===== src/rtl/mem_stage_pkg.sv =====
// Shared types, widths and helpers for the memory-access stage.
package mem_stage_pkg;

    localparam int XLEN      = 32;
    localparam int REG_SEL_W = 5;

    typedef enum logic [1:0] {
        IDLE = 2'd0,
        REQ  = 2'd1,
        DONE = 2'd2
    } state_e;

    // Width of a counter that must be able to hold the value TIMEOUT.
    function automatic int TO_W(input int timeout);
        return $clog2(timeout + 1);
    endfunction

endpackage


===== src/rtl/mem_stage.sv =====
// Memory-access stage: word loads/stores over a req/ack port, pipeline freeze
// while an access is outstanding, and the registered writeback bundle.
module mem_stage
    import mem_stage_pkg::*;
#(
    parameter int                TIMEOUT  = 255,
    parameter logic [XLEN-1:0]   RESET_PC = 32'h0000_0000
) (
    input  logic                 clock,
    input  logic                 reset,
    input  logic                 icache_stall,
    input  logic [XLEN-1:0]      ac_pc,
    input  logic [REG_SEL_W-1:0] ac_write_sel,
    input  logic                 ac_is_load,
    input  logic                 ac_is_store,
    input  logic                 ac_is_wb,
    input  logic [XLEN-1:0]      ALU_result,
    input  logic [XLEN-1:0]      ac_data2,
    output logic                 dmem_req,
    output logic                 dmem_we,
    output logic [XLEN-1:0]      dmem_addr,
    output logic [XLEN-1:0]      dmem_wdata,
    input  logic                 dmem_ack,
    input  logic [XLEN-1:0]      dmem_rdata,
    output logic                 dcache_stall,
    output logic                 mem_fault,
    output logic [XLEN-1:0]      cw_pc,
    output logic [REG_SEL_W-1:0] cw_write_sel,
    output logic                 cw_is_wb,
    output logic [XLEN-1:0]      cw_result
);

    localparam int               CNT_W    = TO_W(TIMEOUT);
    // Last count value at which an un-acked REQ cycle triggers the abort.
    localparam logic [CNT_W-1:0] CNT_LAST = CNT_W'(TIMEOUT - 1);

    state_e                 state_q, state_d;
    logic [CNT_W-1:0]       cnt_q, cnt_d;
    logic                   abort_q, abort_d;
    logic [XLEN-1:0]        load_buf_q, load_buf_d;
    logic                   dmem_req_q, dmem_req_d;
    logic                   dmem_we_q, dmem_we_d;
    logic [XLEN-1:0]        dmem_addr_q, dmem_addr_d;
    logic [XLEN-1:0]        dmem_wdata_q, dmem_wdata_d;
    logic                   mem_fault_q, mem_fault_d;
    logic [XLEN-1:0]        cw_pc_q, cw_pc_d;
    logic [REG_SEL_W-1:0]   cw_write_sel_q, cw_write_sel_d;
    logic                   cw_is_wb_q, cw_is_wb_d;
    logic [XLEN-1:0]        cw_result_q, cw_result_d;

    logic                   mem_op_s;
    logic                   misaligned_s;
    logic                   start_s;
    logic                   timeout_s;
    logic                   dcache_stall_s;
    logic                   update_s;

    // Decode the current instruction and derive stall / retire conditions.
    always_comb begin
        mem_op_s       = ac_is_load | ac_is_store;
        misaligned_s   = mem_op_s & (ALU_result[1:0] != 2'b00);
        start_s        = 1'b0;
        timeout_s      = 1'b0;
        dcache_stall_s = 1'b0;
        case (state_q)
            IDLE: begin
                start_s        = mem_op_s & ~misaligned_s & ~icache_stall;
                dcache_stall_s = start_s;
            end
            REQ: begin
                timeout_s      = ~dmem_ack & (cnt_q == CNT_LAST);
                dcache_stall_s = 1'b1;
            end
            DONE: begin
                dcache_stall_s = 1'b0;
            end
            default: begin
                dcache_stall_s = 1'b0;
            end
        endcase
        update_s = ~dcache_stall_s & ~icache_stall;
    end

    // Access FSM next state, request registers, timeout counter and fault pulse.
    always_comb begin
        state_d      = state_q;
        cnt_d        = cnt_q;
        abort_d      = abort_q;
        load_buf_d   = load_buf_q;
        dmem_req_d   = dmem_req_q;
        dmem_we_d    = dmem_we_q;
        dmem_addr_d  = dmem_addr_q;
        dmem_wdata_d = dmem_wdata_q;
        mem_fault_d  = timeout_s | (update_s & misaligned_s);
        case (state_q)
            IDLE: begin
                cnt_d   = '0;
                abort_d = 1'b0;
                if (start_s) begin
                    state_d      = REQ;
                    dmem_req_d   = 1'b1;
                    dmem_we_d    = ac_is_store;
                    dmem_addr_d  = {ALU_result[XLEN-1:2], 2'b00};
                    dmem_wdata_d = ac_data2;
                end else begin
                    state_d = IDLE;
                end
            end
            REQ: begin
                cnt_d = cnt_q + CNT_W'(1);
                if (dmem_ack) begin
                    load_buf_d = dmem_rdata;
                    dmem_req_d = 1'b0;
                    state_d    = DONE;
                end else if (timeout_s) begin
                    dmem_req_d = 1'b0;
                    abort_d    = 1'b1;
                    state_d    = DONE;
                end else begin
                    state_d = REQ;
                end
            end
            DONE: begin
                cnt_d = '0;
                if (!icache_stall) begin
                    state_d = IDLE;
                end else begin
                    state_d = DONE;
                end
            end
            default: begin
                state_d    = IDLE;
                dmem_req_d = 1'b0;
                cnt_d      = '0;
            end
        endcase
    end

    // Writeback bundle: capture the retiring instruction, otherwise hold.
    always_comb begin
        cw_pc_d        = cw_pc_q;
        cw_write_sel_d = cw_write_sel_q;
        cw_is_wb_d     = cw_is_wb_q;
        cw_result_d    = cw_result_q;
        if (update_s) begin
            cw_pc_d        = ac_pc;
            cw_write_sel_d = ac_write_sel;
            cw_is_wb_d     = ac_is_wb & ~misaligned_s & ~abort_q;
            cw_result_d    = ac_is_load ? load_buf_q : ALU_result;
        end else begin
            cw_pc_d = cw_pc_q;
        end
    end

    // State, request and writeback registers with asynchronous clear.
    always_ff @(posedge clock or negedge reset) begin
        if (!reset) begin
            state_q        <= IDLE;
            cnt_q          <= '0;
            abort_q        <= 1'b0;
            load_buf_q     <= '0;
            dmem_req_q     <= 1'b0;
            dmem_we_q      <= 1'b0;
            dmem_addr_q    <= '0;
            dmem_wdata_q   <= '0;
            mem_fault_q    <= 1'b0;
            cw_pc_q        <= RESET_PC;
            cw_write_sel_q <= '0;
            cw_is_wb_q     <= 1'b0;
            cw_result_q    <= '0;
        end else begin
            state_q        <= state_d;
            cnt_q          <= cnt_d;
            abort_q        <= abort_d;
            load_buf_q     <= load_buf_d;
            dmem_req_q     <= dmem_req_d;
            dmem_we_q      <= dmem_we_d;
            dmem_addr_q    <= dmem_addr_d;
            dmem_wdata_q   <= dmem_wdata_d;
            mem_fault_q    <= mem_fault_d;
            cw_pc_q        <= cw_pc_d;
            cw_write_sel_q <= cw_write_sel_d;
            cw_is_wb_q     <= cw_is_wb_d;
            cw_result_q    <= cw_result_d;
        end
    end

    assign dmem_req     = dmem_req_q;
    assign dmem_we      = dmem_we_q;
    assign dmem_addr    = dmem_addr_q;
    assign dmem_wdata   = dmem_wdata_q;
    assign dcache_stall = dcache_stall_s;
    assign mem_fault    = mem_fault_q;
    assign cw_pc        = cw_pc_q;
    assign cw_write_sel = cw_write_sel_q;
    assign cw_is_wb     = cw_is_wb_q;
    assign cw_result    = cw_result_q;

endmodule


===== config.mk =====
export PLATFORM = sky130hd
export DESIGN_NAME = mem_stage
export DESIGN_NICKNAME = d
export VERILOG_FILES = /design/src/rtl/mem_stage_pkg.sv /design/src/rtl/mem_stage.sv
export SDC_FILE = /design/constraint.sdc
export NUM_CORES = 1
export LEC_CHECK = 0
export BUFFER_PORTS_ARGS = -buffer_cell sky130_fd_sc_hd__buf_2
export CORE_MARGIN = 4
export CORE_UTILIZATION = 45
export CTS_CLUSTER_DIAMETER = 120
export DETAILED_ROUTE_END_ITERATION = 10
export GPL_TIMING_DRIVEN = 0
export PLACE_DENSITY = 0.78
export REMOVE_ABC_BUFFERS = 1
export SYNTH_ARGS = -nofsm -noshare
export SYNTH_HDL_FRONTEND = slang
export SYNTH_SLANG_ARGS = --single-unit

===== constraint.sdc =====
create_clock -name clock -period 1.4 [get_ports clock]
set_clock_uncertainty 0.05 [all_clocks]
set_input_delay 0.14 -clock clock [delete_from_list [all_inputs] [get_ports clock]]
set_output_delay 0.14 -clock clock [all_outputs]
set_load 0.02 [all_outputs]

==> run metrics <==
status complete, but fails checks; failing checks negative setup slack; die height around 140 um; Vias/cell 5.08; total gr overflow 0; core area about 16,000 um^2; maximum VDD drop 0.00112 V; Pwr Density 1600 nW/um^2; Post-Route WL around 24,000 um; GRT Util Overall 24.9%; Crit-path slowest cell dfrtp_2; Placed Cells 926; Mean Syn Cell Area ~17 um^2; final cell count without fillers roughly 1,100; Num Clock Sinks about 180; Tcrit/Tclk final 117%; P_sw approximately 6 mW; Seq/Total Area, Yosys between 50% and 60%; top-area cell type share of the netlist area 59.7%; Critical Path Sink Type flip-flop; final slew viol count 0; critical-path cell list a21oi_2, o21bai_4, buf_12, buf_12, buf_16, mux2_4; met1 WL ~8900 um; crit-path max cell delay between 400 and 500 ps; worst-path fanout max 7; top post-synthesis cells by area dfrtp_1, mux2_2, mux2_4; Leak 5.91 nW; vias in the first global route around 6,400; num ports about 280; row cnt between 40 and 50; routed len/inst roughly 21 um; Die Width 137 um; Yosys warning count 0; Distinct cells, synth 33; Routed Antenna Nets 0; Post-synth EDFFs 0; Routed met3 length roughly 1700 um; WP buf/inv 3; Seq cells post-synth ~180; Clock power frac between 20 and 30%; CTS tree yes; share of layout cells above drive strength 1 between 60% and 70%; Nets 1,041; PortBufs about 280; Worst Tran Pin Value between 500 and 600 ps; P&R area growth vs syn 59.8%; initial antenna violation count 1; DR WL met2 between 10,000 and 15,000 um; Max Root-Sink Buffers 2; internal power roughly 13 mW; die area between 15,000 and 20,000 um^2; setup ws final -235 ps; vias around 5,700; Slew headroom 65.0%; DR top layer met4; mapped cell area 7460 um^2; 1st-iter DRT viols around 270; CTS clk-pin slew, worst paths ~60 ps; crit path launch type flip-flop; post-synthesis cell count 451; Max-Cap Viols 0; crit path DAT between 1500 and 2000 ps; DRC viols 0; Place WS -1530 ps; crit path kind reg -> reg; Final Hold Vio Count 0; total number of H-tree levels 4; Final HPWL DP about 13,000 um; CTS buffer count 17; number of fill cells 912; pin count of the biggest net entering global routing 95; Pre-antenna DRT Iters 6; worst hold path class in -> reg; ys async rst share 100%; RSZ-0062 raised after global routing yes; Main synth FF type dfrtp_1; Worst Path Required roughly 1700 ps; final RePlAce weighted congestion between 0.7 and 0.8; clock latency on the worst-skew pair 430 ps; FMAX 612 MHz; CTS root buf clkbuf_16; most frequent CP cell buf_12; total power approximately 19 mW; post-synth top area cell dfrtp_1; Logic pwr share 34.5%; Switching Share a little under a third; final setup vio count 166; fin crit period 1630 ps; Initial Util 46.5%; Sequential Power Share 39.7%; global-route wire length before repair ~35,000 um; Crit path max-delay family flip-flops
-- state kept, by name, summed over array words and instances, names as in the netlist --
| register | count |
|---|---|
| mem_fault | 1 |
| state_q | 2 |
| load_buf_q | 32 |
| dmem_req | 1 |
| dmem_we | 1 |
| dmem_wdata | 32 |
| cnt_q | 8 |
| abort_q | 1 |
| dmem_addr | 30 |
| cw_is_wb | 1 |
| cw_result | 32 |
| cw_pc | 32 |
| cw_write_sel | 5 |
-- tightest hold or removal path: stages --
cell and delay [ps]:
buf_2 110, mux2_2 150, mux2_4 130
-- synth_stat cells (2+ instances only) --
| master | number |
|---|---|
| o31ai_1 | 2 |
| xor2_1 | 5 |
| nand2_1 | 5 |
| nor2_1 | 12 |
| buf_6 | 13 |
| nor2b_1 | 2 |
| buf_4 | 4 |
| dfrtp_1 | 178 |
| clkbuf_1 | 4 |
| nand3_1 | 3 |
| mux2_2 | 128 |
| buf_2 | 4 |
| and4_1 | 2 |
| mux2_4 | 69 |
| ha_1 | 2 |
-- power groups by stage --
| stage | Sequential [mW] | Clock (mW) | Combinational (mW) |
|---|---|---|---|
| detailed placement | 7.49 | 0 | 5.48 |
| CTS | 7.43 | 4.99 | 6.30 |
| global route | 7.70 | 5.25 | 6.88 |
| global placement | 7.38 | 0 | 5.46 |
| floorplan | 8.78 | 0 | 2.24 |
| finish | 7.55 | 4.92 | 6.56 |
-- cells in the final DEF, fill, tap and decap left out, types with 2 or more instances in the layout --
master	Yosys	routed
buf_8	0	3
mux2_4	69	132
and4_4	0	2
clkinv_4	0	3
clkbuf_16	0	20
dfrtp_1	178	175
xor2_1	5	5
dlygate4sd3_1	0	134
clkbuf_1	4	4
buf_6	13	4
buf_16	0	12
o31ai_1	2	2
nor2_2	1	2
nor2_1	12	11
nand2_1	5	4
buf_4	4	15
nand3_1	3	3
bufinv_16	0	4
mux2_2	128	65
conb_1	1	2
buf_12	0	10
buf_2	4	272
dfrtp_2	0	3
-- final timing paths --
path,start,endpoint,slack [ps],depth (start not counted)
worst min-delay path,ALU_result[1],cw_result[1],90,3
min in group asynchronous,reset,cw_pc[22],250,2
worst max register to register,state_q[0],cw_pc[28],-230,6
worst min register to register,dmem_req,dmem_req,430,1
worst max-delay path,state_q[0],cw_pc[28],-230,6
max in group asynchronous,reset,cnt_q[0],270,3
-- timing repair --
action / 4_1_cts / 5_1_grt
endpoints found under the hold margin: 226 / 0
setup buffers: 20 / 5
hold buffers: 134 / 0
gates cloned: 9 / 3
gates resized for setup: 70 / 40
pin swaps: 3 / 1
endpoints found under the setup margin: 169 / 244
-- cells by family (layout without fill, tap and decap cells) --
group           Yosys count  in the layout  share of synthesized area (%)
mux                     197            197                           33.2
compound gates            7              7                          0.637
other cells               1              3                         0.0503
buf+inv                  26            484                           2.88
fa+ha+maj                 2              2                          0.335
xor+xnor                  6              6                          0.704
flops                   178            178                           59.7
simple gates             34             34                           2.47
-- per-layer routing --
metal,GRT usage (%),up-vias
met4,10.5,0
met1,26.7,2881
li1,-,2505
met5,0,-
met3,6.95,64
met2,45.8,274
-- cell type report --
class / instances / area (um^2) / area share [%]
flip-flops and latches: 178 / 4460 / 37.4
repair buffers: 453 / 3510 / 29.5
multi-input cells: 248 / 3070 / 25.8
clock buffers: 21 / 440 / 3.70
well taps: 216 / 270 / 2.27
clock inverters: 9 / 159 / 1.33
inverters: 1 / 3.75 / 0.0315
diodes: 1 / 2.50 / 0.0210
-- metrics by stage --
step                instance area, um^2  hold WS, ps  setup TNS (ps)  utilization (%)
CTS                               11700         63.8          -22690             72.8
floorplan                          7250         -206         -515510                -
global route                      11900         87.9          -37060             74.2
finish                            11900         85.3          -30930             74.2
detailed placement                 9090          142         -166380             56.6
global placement                   8900          321        -1241400             55.4
(Power assumes the default switching activity.)
